`config.mk`:
```
export PLATFORM = sky130hd
export DESIGN_NAME = sram_port_arbiter
export DESIGN_NICKNAME = d
export VERILOG_FILES = /design/src/rtl/sram_port_arbiter_pkg.sv /design/src/rtl/sram_port_arbiter_req_mux.sv /design/src/rtl/sram_port_arbiter.sv
export SDC_FILE = /design/constraint.sdc
export NUM_CORES = 1
export LEC_CHECK = 0
export CAP_MARGIN = 15
export CORE_UTILIZATION = 34
export DETAILED_ROUTE_END_ITERATION = 6
export GPL_TIMING_DRIVEN = 0
export MAX_ROUTING_LAYER = met4
export PLACE_DENSITY = 0.8
export REMOVE_ABC_BUFFERS = 1
export SYNTH_ARGS = -nofsm -noshare
export SYNTH_HDL_FRONTEND = slang
export SYNTH_HIERARCHICAL = 1
export SYNTH_SLANG_ARGS = --single-unit
```
`constraint.sdc`:
```
create_clock -name clk -period 1.4 [get_ports clk]
set_input_delay 0.14 -clock clk [delete_from_list [all_inputs] [get_ports clk]]
set_output_delay 0.14 -clock clk [all_outputs]
set_load 0.05 [all_outputs]
```
`src/rtl/sram_port_arbiter_pkg.sv`:
```
// Shared encodings and defaults for the two-requester SRAM port arbiter.
package sram_port_arbiter_pkg;

  localparam int ARB_ADDR_W_DEF = 32;
  localparam int ARB_DATA_W_DEF = 32;

  typedef enum logic [1:0] {
    ARB_IDLE = 2'd0,
    ARB_ADDR = 2'd1,
    ARB_RESP = 2'd2
  } arb_state_e;

  localparam logic OWN_INST = 1'b0;
  localparam logic OWN_DATA = 1'b1;

endpackage

```
`src/rtl/sram_port_arbiter_req_mux.sv`:
```
// Winner select and request field mux for the SRAM port arbiter.
// With ARB_RR_EN defined, collisions alternate using the last_grant input.
module sram_port_arbiter_req_mux
  import sram_port_arbiter_pkg::*;
#(
  parameter int ADDR_W = ARB_ADDR_W_DEF,
  parameter int DATA_W = ARB_DATA_W_DEF
) (
  input  logic              inst_req,
  input  logic [ADDR_W-1:0] inst_addr,
  input  logic              data_req,
  input  logic              data_wr,
  input  logic [3:0]        data_wstrb,
  input  logic [ADDR_W-1:0] data_addr,
  input  logic [DATA_W-1:0] data_wdata,
`ifdef ARB_RR_EN
  input  logic              last_grant,
`endif
  output logic              grant_vld,
  output logic              grant_owner,
  output logic              grant_wr,
  output logic [3:0]        grant_wstrb,
  output logic [ADDR_W-1:0] grant_addr,
  output logic [DATA_W-1:0] grant_wdata
);

  logic sel_data;

`ifdef ARB_RR_EN
  // On a collision the requester that did not win last time goes first.
  assign sel_data = data_req && (!inst_req || (last_grant == OWN_INST));
`else
  assign sel_data = data_req;
`endif

  always_comb begin
    grant_vld   = inst_req | data_req;
    grant_owner = sel_data ? OWN_DATA : OWN_INST;
    grant_wr    = 1'b0;
    grant_wstrb = 4'b0000;
    grant_addr  = inst_addr;
    grant_wdata = '0;
    if (sel_data) begin
      grant_wr    = data_wr;
      grant_wstrb = data_wstrb;
      grant_addr  = data_addr;
      grant_wdata = data_wdata;
    end
  end

endmodule

```
`src/rtl/sram_port_arbiter.sv`:
```
// Serialises IF and data requests onto one SRAM-like port, one transaction at a time.
// Optional macro ARB_RR_EN switches collisions from data-first to round-robin.
module sram_port_arbiter
  import sram_port_arbiter_pkg::*;
#(
  parameter int ADDR_W = ARB_ADDR_W_DEF,
  parameter int DATA_W = ARB_DATA_W_DEF
) (
  input  logic              clk,
  input  logic              rst,
  input  logic              flush,
  input  logic              inst_req,
  input  logic [ADDR_W-1:0] inst_addr,
  output logic              inst_addr_ok,
  output logic              inst_data_ok,
  output logic [DATA_W-1:0] inst_rdata,
  input  logic              data_req,
  input  logic              data_wr,
  input  logic [3:0]        data_wstrb,
  input  logic [ADDR_W-1:0] data_addr,
  input  logic [DATA_W-1:0] data_wdata,
  output logic              data_addr_ok,
  output logic              data_data_ok,
  output logic [DATA_W-1:0] data_rdata,
  output logic              bus_req,
  output logic              bus_wr,
  output logic [3:0]        bus_wstrb,
  output logic [ADDR_W-1:0] bus_addr,
  output logic [DATA_W-1:0] bus_wdata,
  input  logic              bus_addr_ok,
  input  logic              bus_data_ok,
  input  logic [DATA_W-1:0] bus_rdata,
  output logic              busy
);

  arb_state_e        state_q, state_d;
  logic              owner_q, owner_d;
  logic              discard_q, discard_d;
  logic              wr_q, wr_d;
  logic [3:0]        wstrb_q, wstrb_d;
  logic [ADDR_W-1:0] addr_q, addr_d;
  logic [DATA_W-1:0] wdata_q, wdata_d;

  logic              grant_vld;
  logic              grant_owner;
  logic              grant_wr;
  logic [3:0]        grant_wstrb;
  logic [ADDR_W-1:0] grant_addr;
  logic [DATA_W-1:0] grant_wdata;

`ifdef ARB_RR_EN
  logic last_grant_q, last_grant_d;
`endif

  sram_port_arbiter_req_mux #(
    .ADDR_W(ADDR_W),
    .DATA_W(DATA_W)
  ) u_req_mux (
    .inst_req   (inst_req),
    .inst_addr  (inst_addr),
    .data_req   (data_req),
    .data_wr    (data_wr),
    .data_wstrb (data_wstrb),
    .data_addr  (data_addr),
    .data_wdata (data_wdata),
`ifdef ARB_RR_EN
    .last_grant (last_grant_q),
`endif
    .grant_vld  (grant_vld),
    .grant_owner(grant_owner),
    .grant_wr   (grant_wr),
    .grant_wstrb(grant_wstrb),
    .grant_addr (grant_addr),
    .grant_wdata(grant_wdata)
  );

  always_ff @(posedge clk or negedge rst) begin
    if (!rst) begin
      state_q   <= ARB_IDLE;
      owner_q   <= OWN_INST;
      discard_q <= 1'b0;
      wr_q      <= 1'b0;
      wstrb_q   <= 4'b0000;
      addr_q    <= '0;
      wdata_q   <= '0;
    end else begin
      state_q   <= state_d;
      owner_q   <= owner_d;
      discard_q <= discard_d;
      wr_q      <= wr_d;
      wstrb_q   <= wstrb_d;
      addr_q    <= addr_d;
      wdata_q   <= wdata_d;
    end
  end

`ifdef ARB_RR_EN
  always_ff @(posedge clk or negedge rst) begin
    if (!rst) begin
      last_grant_q <= OWN_INST;
    end else begin
      last_grant_q <= last_grant_d;
    end
  end
`endif

  // A flush aimed at the in-flight fetch suppresses handshakes in the same cycle
  // as well as for the rest of the transaction (via discard_q).
  logic inst_kill;
  assign inst_kill = (owner_q == OWN_INST) && (discard_q || flush);

  always_comb begin
    state_d      = state_q;
    owner_d      = owner_q;
    discard_d    = discard_q;
    wr_d         = wr_q;
    wstrb_d      = wstrb_q;
    addr_d       = addr_q;
    wdata_d      = wdata_q;
`ifdef ARB_RR_EN
    last_grant_d = last_grant_q;
`endif
    inst_addr_ok = 1'b0;
    inst_data_ok = 1'b0;
    data_addr_ok = 1'b0;
    data_data_ok = 1'b0;
    bus_req      = 1'b0;
    bus_wr       = 1'b0;
    bus_wstrb    = 4'b0000;
    bus_addr     = '0;
    bus_wdata    = '0;

    case (state_q)
      ARB_IDLE: begin
        discard_d = 1'b0;
        if (grant_vld) begin
          state_d = ARB_ADDR;
          owner_d = grant_owner;
          wr_d    = grant_wr;
          wstrb_d = grant_wstrb;
          addr_d  = grant_addr;
          wdata_d = grant_wdata;
`ifdef ARB_RR_EN
          last_grant_d = grant_owner;
`endif
        end
      end
      ARB_ADDR: begin
        bus_req   = 1'b1;
        bus_wr    = wr_q;
        bus_wstrb = wstrb_q;
        bus_addr  = addr_q;
        bus_wdata = wdata_q;
        if (inst_kill) begin
          discard_d = 1'b1;
        end
        if (bus_addr_ok) begin
          state_d = ARB_RESP;
          if (owner_q == OWN_DATA) begin
            data_addr_ok = 1'b1;
          end else begin
            inst_addr_ok = !inst_kill;
          end
        end
      end
      ARB_RESP: begin
        if (inst_kill) begin
          discard_d = 1'b1;
        end
        if (bus_data_ok) begin
          state_d   = ARB_IDLE;
          discard_d = 1'b0;
          if (owner_q == OWN_DATA) begin
            data_data_ok = 1'b1;
          end else begin
            inst_data_ok = !inst_kill;
          end
        end
      end
      default: begin
        state_d = ARB_IDLE;
      end
    endcase
  end

  assign inst_rdata = inst_data_ok ? bus_rdata : '0;
  assign data_rdata = data_data_ok ? bus_rdata : '0;
  assign busy       = (state_q != ARB_IDLE);

endmodule

```
==> run summary, run 1 <==
WL/cell: 20.6 um
fill count: 894
IO buf count: 278
most common library cells after synthesis: 170 x and2_1, 73 x dfrtp_1, 71 x mux2_1
Async S/R FF share, synth: 1.00
Synth Instances: 403
Initial DRT Pass Iterations: 4
final hold vios: 0
Top Layer Used: met4
DPL Wire Length: 9.91 mm
sequential power share: 0.220
worst skew pair latency: 0.33 ns
Synth area leader: dfrtp_1
# DRC: 0
total of max-cap violations: 0
wl on met1: 7.08 mm
min-delay worst type: in -> async
Synth Flop Type: dfrtp_1
1st-iter DRT viols: 217
Core ar.: 13,200 um2
Post-synth EDFFs: 0
Vias: 4,329
clock sink count: 73
Worst setup EP type: primary output
cell family contributing the most delay on the critical path: simple AND/OR/NAND/NOR gates
Placer Congestion: 0.890
VDD IR max: 1.24 mV
num ports: 279
PwrDens: 1870 nW/um2
Clock Tree Root: clkbuf_16
ranking of synthesized cells by area: dfrtp_1 40%, and2_1 23%, mux2_1 17%, mux2_4 10%, ha_1 1.4%
H-tree depth: 3
NetSw: 7.41 mW
Slew Limit Fails: 0
WP data arrival: 1.85 ns
required time of the critical path: 1.26 ns
Final #Nets: 860
total track usage: 0.237
Static Leak: 4.17 nW
Max Freq: 503 MHz
Netlist cell types: 24
Num CTS Buffers: 9
Post-Route WL: 18.5 mm
setup ws final: -0.586 ns
metal2 WL: 9.48 mm
Die Wd: 118 um
Slew @ Worst Pin: 0.576 ns
Ys Warns: 6
layout cells sized above 1: 0.447
status: finished, violations left
initial antenna violation count: 1
CTS max path bufs: 2
post-synthesis sequential area ratio: 0.398
cell with the most instances after synthesis: and2_1
largest net degree at the start of global routing: 72
Final ANT Viol Nets: 0
combinational power share: 0.632
RSZ-0062 raised after global routing: true
Slowest-stage cell, CP: dfrtp_2
post-synth top area share: 0.398
Layout area overhead: 97.8%
kind of critical path: reg -> out
area of the die: 14,000 um2
post-route setup TNS: -75.24 ns
post-synthesis cell area: 4590 um2
final setup violating endpoints: 212
switch share: 0.437
crit path buf inv count: 3
part of the power in the clock network: 0.148
gr ovfl total: 0
failing checks: negative setup slack
met3 wire len: 1.25 mm
via/cell ratio: 4.83
Die Y: 118 um
crit path cell chain: inv_4 > ha_4 > nand2_4 > nor4_4 > buf_2 > and2_4 > buf_8
Period minus WS final: 1.99 ns
Pwr Total: 17.0 mW
Synth Area per Inst: 11.4 um2
#FFs+latches synth: 73
global-route wire length before repair: 24.8 mm
number of global-route vias before repair: 4,461
Internal Power: 9.55 mW
Starting Density: 0.348
Clock transition at path regs: 0.06 ns
startpoint types: flip-flop
Fin Clk Skew: 0.00379 ns
max incr delay on CP: 0.42 ns
row count: 42
Tcrit/Tclk final: 1.42
CP Max Fanout: 4
Slew headroom: 0.616
CTS tree: yes
## cell type report
cell class,instances,area (um2),area share
tap,176,220,0.0243
multi-input combinational,300,2840,0.313
timing repair buffer,327,3840,0.423
antenna,1,2.50,0.000276
clock inverter,5,78.8,0.00869
clock buffer,11,243,0.0268
inverter,4,17.5,0.00193
sequential,73,1830,0.202
## layer usage
layer / track usage / vias to the layer above
li1: - / 1948
met4: 0.0825 / 0
met5: - / -
met3: 0.0584 / 43
met1: 0.258 / 2113
met2: 0.421 / 225
## worst reg2reg max path, stage by stage (launching register included)
cell and delay, ns:
dfrtp_2 0.42, buf_4 0.16, ha_4 0.20, buf_4 0.15, buf_12 0.14, nor2b_1 0.14, nor3_2 0.14, mux2_4 0.31
## metrics by stage
| stage | util | instances | instance area [um2] | setup WS [ns] | hold WS, ns |
|---|---|---|---|---|---|
| after floorplan | - | 373 | 4370 | -2.02 | -0.156 |
| after global routing | 0.688 | 897 | 9070 | -0.657 | 0.316 |
| after global placement | 0.559 | 827 | 7370 | -4.74 | 0.466 |
| final | 0.688 | 897 | 9070 | -0.586 | 0.287 |
| after CTS | 0.630 | 872 | 8310 | -0.614 | 0.278 |
| after detailed placement | 0.565 | 830 | 7450 | -1.58 | 0.0945 |
## power groups by stage
stage,clock (mW),sequential (mW),combinational (mW)
2_1_floorplan,0,3.52,5.37
3_3_place_gp,0,3.36,6.64
3_5_place_dp,0,3.67,8.28
4_1_cts,2.56,3.69,8.86
5_1_grt,2.67,3.86,11.2
6_report,2.51,3.73,10.7
## final timing paths
check	from	to	slack, ns	cells after the start
setup / recovery	state_q[0]	inst_rdata[18]	-0.59	7
hold / removal	rst	addr_q[0]	0.29	2
setup reg to reg	state_q[0]	state_q[0]	-0.37	7
hold reg to reg	wstrb_q[0]	wstrb_q[0]	0.48	1
max in group asynchronous	rst	state_q[0]	0.52	3
min in group clk	wstrb_q[0]	wstrb_q[0]	0.48	1
## placed cells by master (no fill, tap or decap), types with 2 or more instances in the layout
cell / count
a21oi_1: 2
and2_1: 106
and2_4: 64
and3_4: 4
buf_12: 5
buf_16: 3
buf_4: 18
buf_6: 92
buf_8: 64
bufinv_16: 2
clkbuf_16: 14
clkbuf_8: 2
clkdlybuf4s50_1: 137
clkinv_2: 2
dfrtp_1: 70
dfrtp_2: 3
ha_1: 2
ha_4: 3
inv_1: 2
mux2_1: 69
mux2_4: 34
nand2_8: 2
nor2b_1: 2
nor4_4: 2
## cell families after synthesis
family,count (synthesis),share of synthesized area
muxes,103,0.279
and+or+nand+nor,184,0.252
buffers and inverters,34,0.0513
adders and majority gates,5,0.0136
AOI/OAI and AO/OA,4,0.00546
DFF,73,0.398
## flip-flops by register name, indices dropped and copies added, names as in the netlist
name and count:
wstrb_q 4, discard_q 1, wdata_q 32, wr_q 1, addr_q 32, owner_q 1, state_q 2
## what timing repair did
action	4_1_cts	5_1_grt
pin swaps	35	12
resized for setup	1026	131
hold buffers	1	0
setup endpoints to repair	212	212
endpoints found under the hold margin	26	0
setup buffers	19	14
cloned	6	10
Power figures use the tool's default switching activity.
==> run 2, diff against run 1 <==
--- a/config.mk
+++ b/config.mk
@@ -5,6 +5,7 @@
 export SDC_FILE = /design/constraint.sdc
 export NUM_CORES = 1
 export LEC_CHECK = 0
+export ABC_AREA = 0
 export CAP_MARGIN = 15
 export CORE_UTILIZATION = 34
 export DETAILED_ROUTE_END_ITERATION = 6
==> results of run 2 <==
Final layout, timing and power as in run 1 (identical DEF).
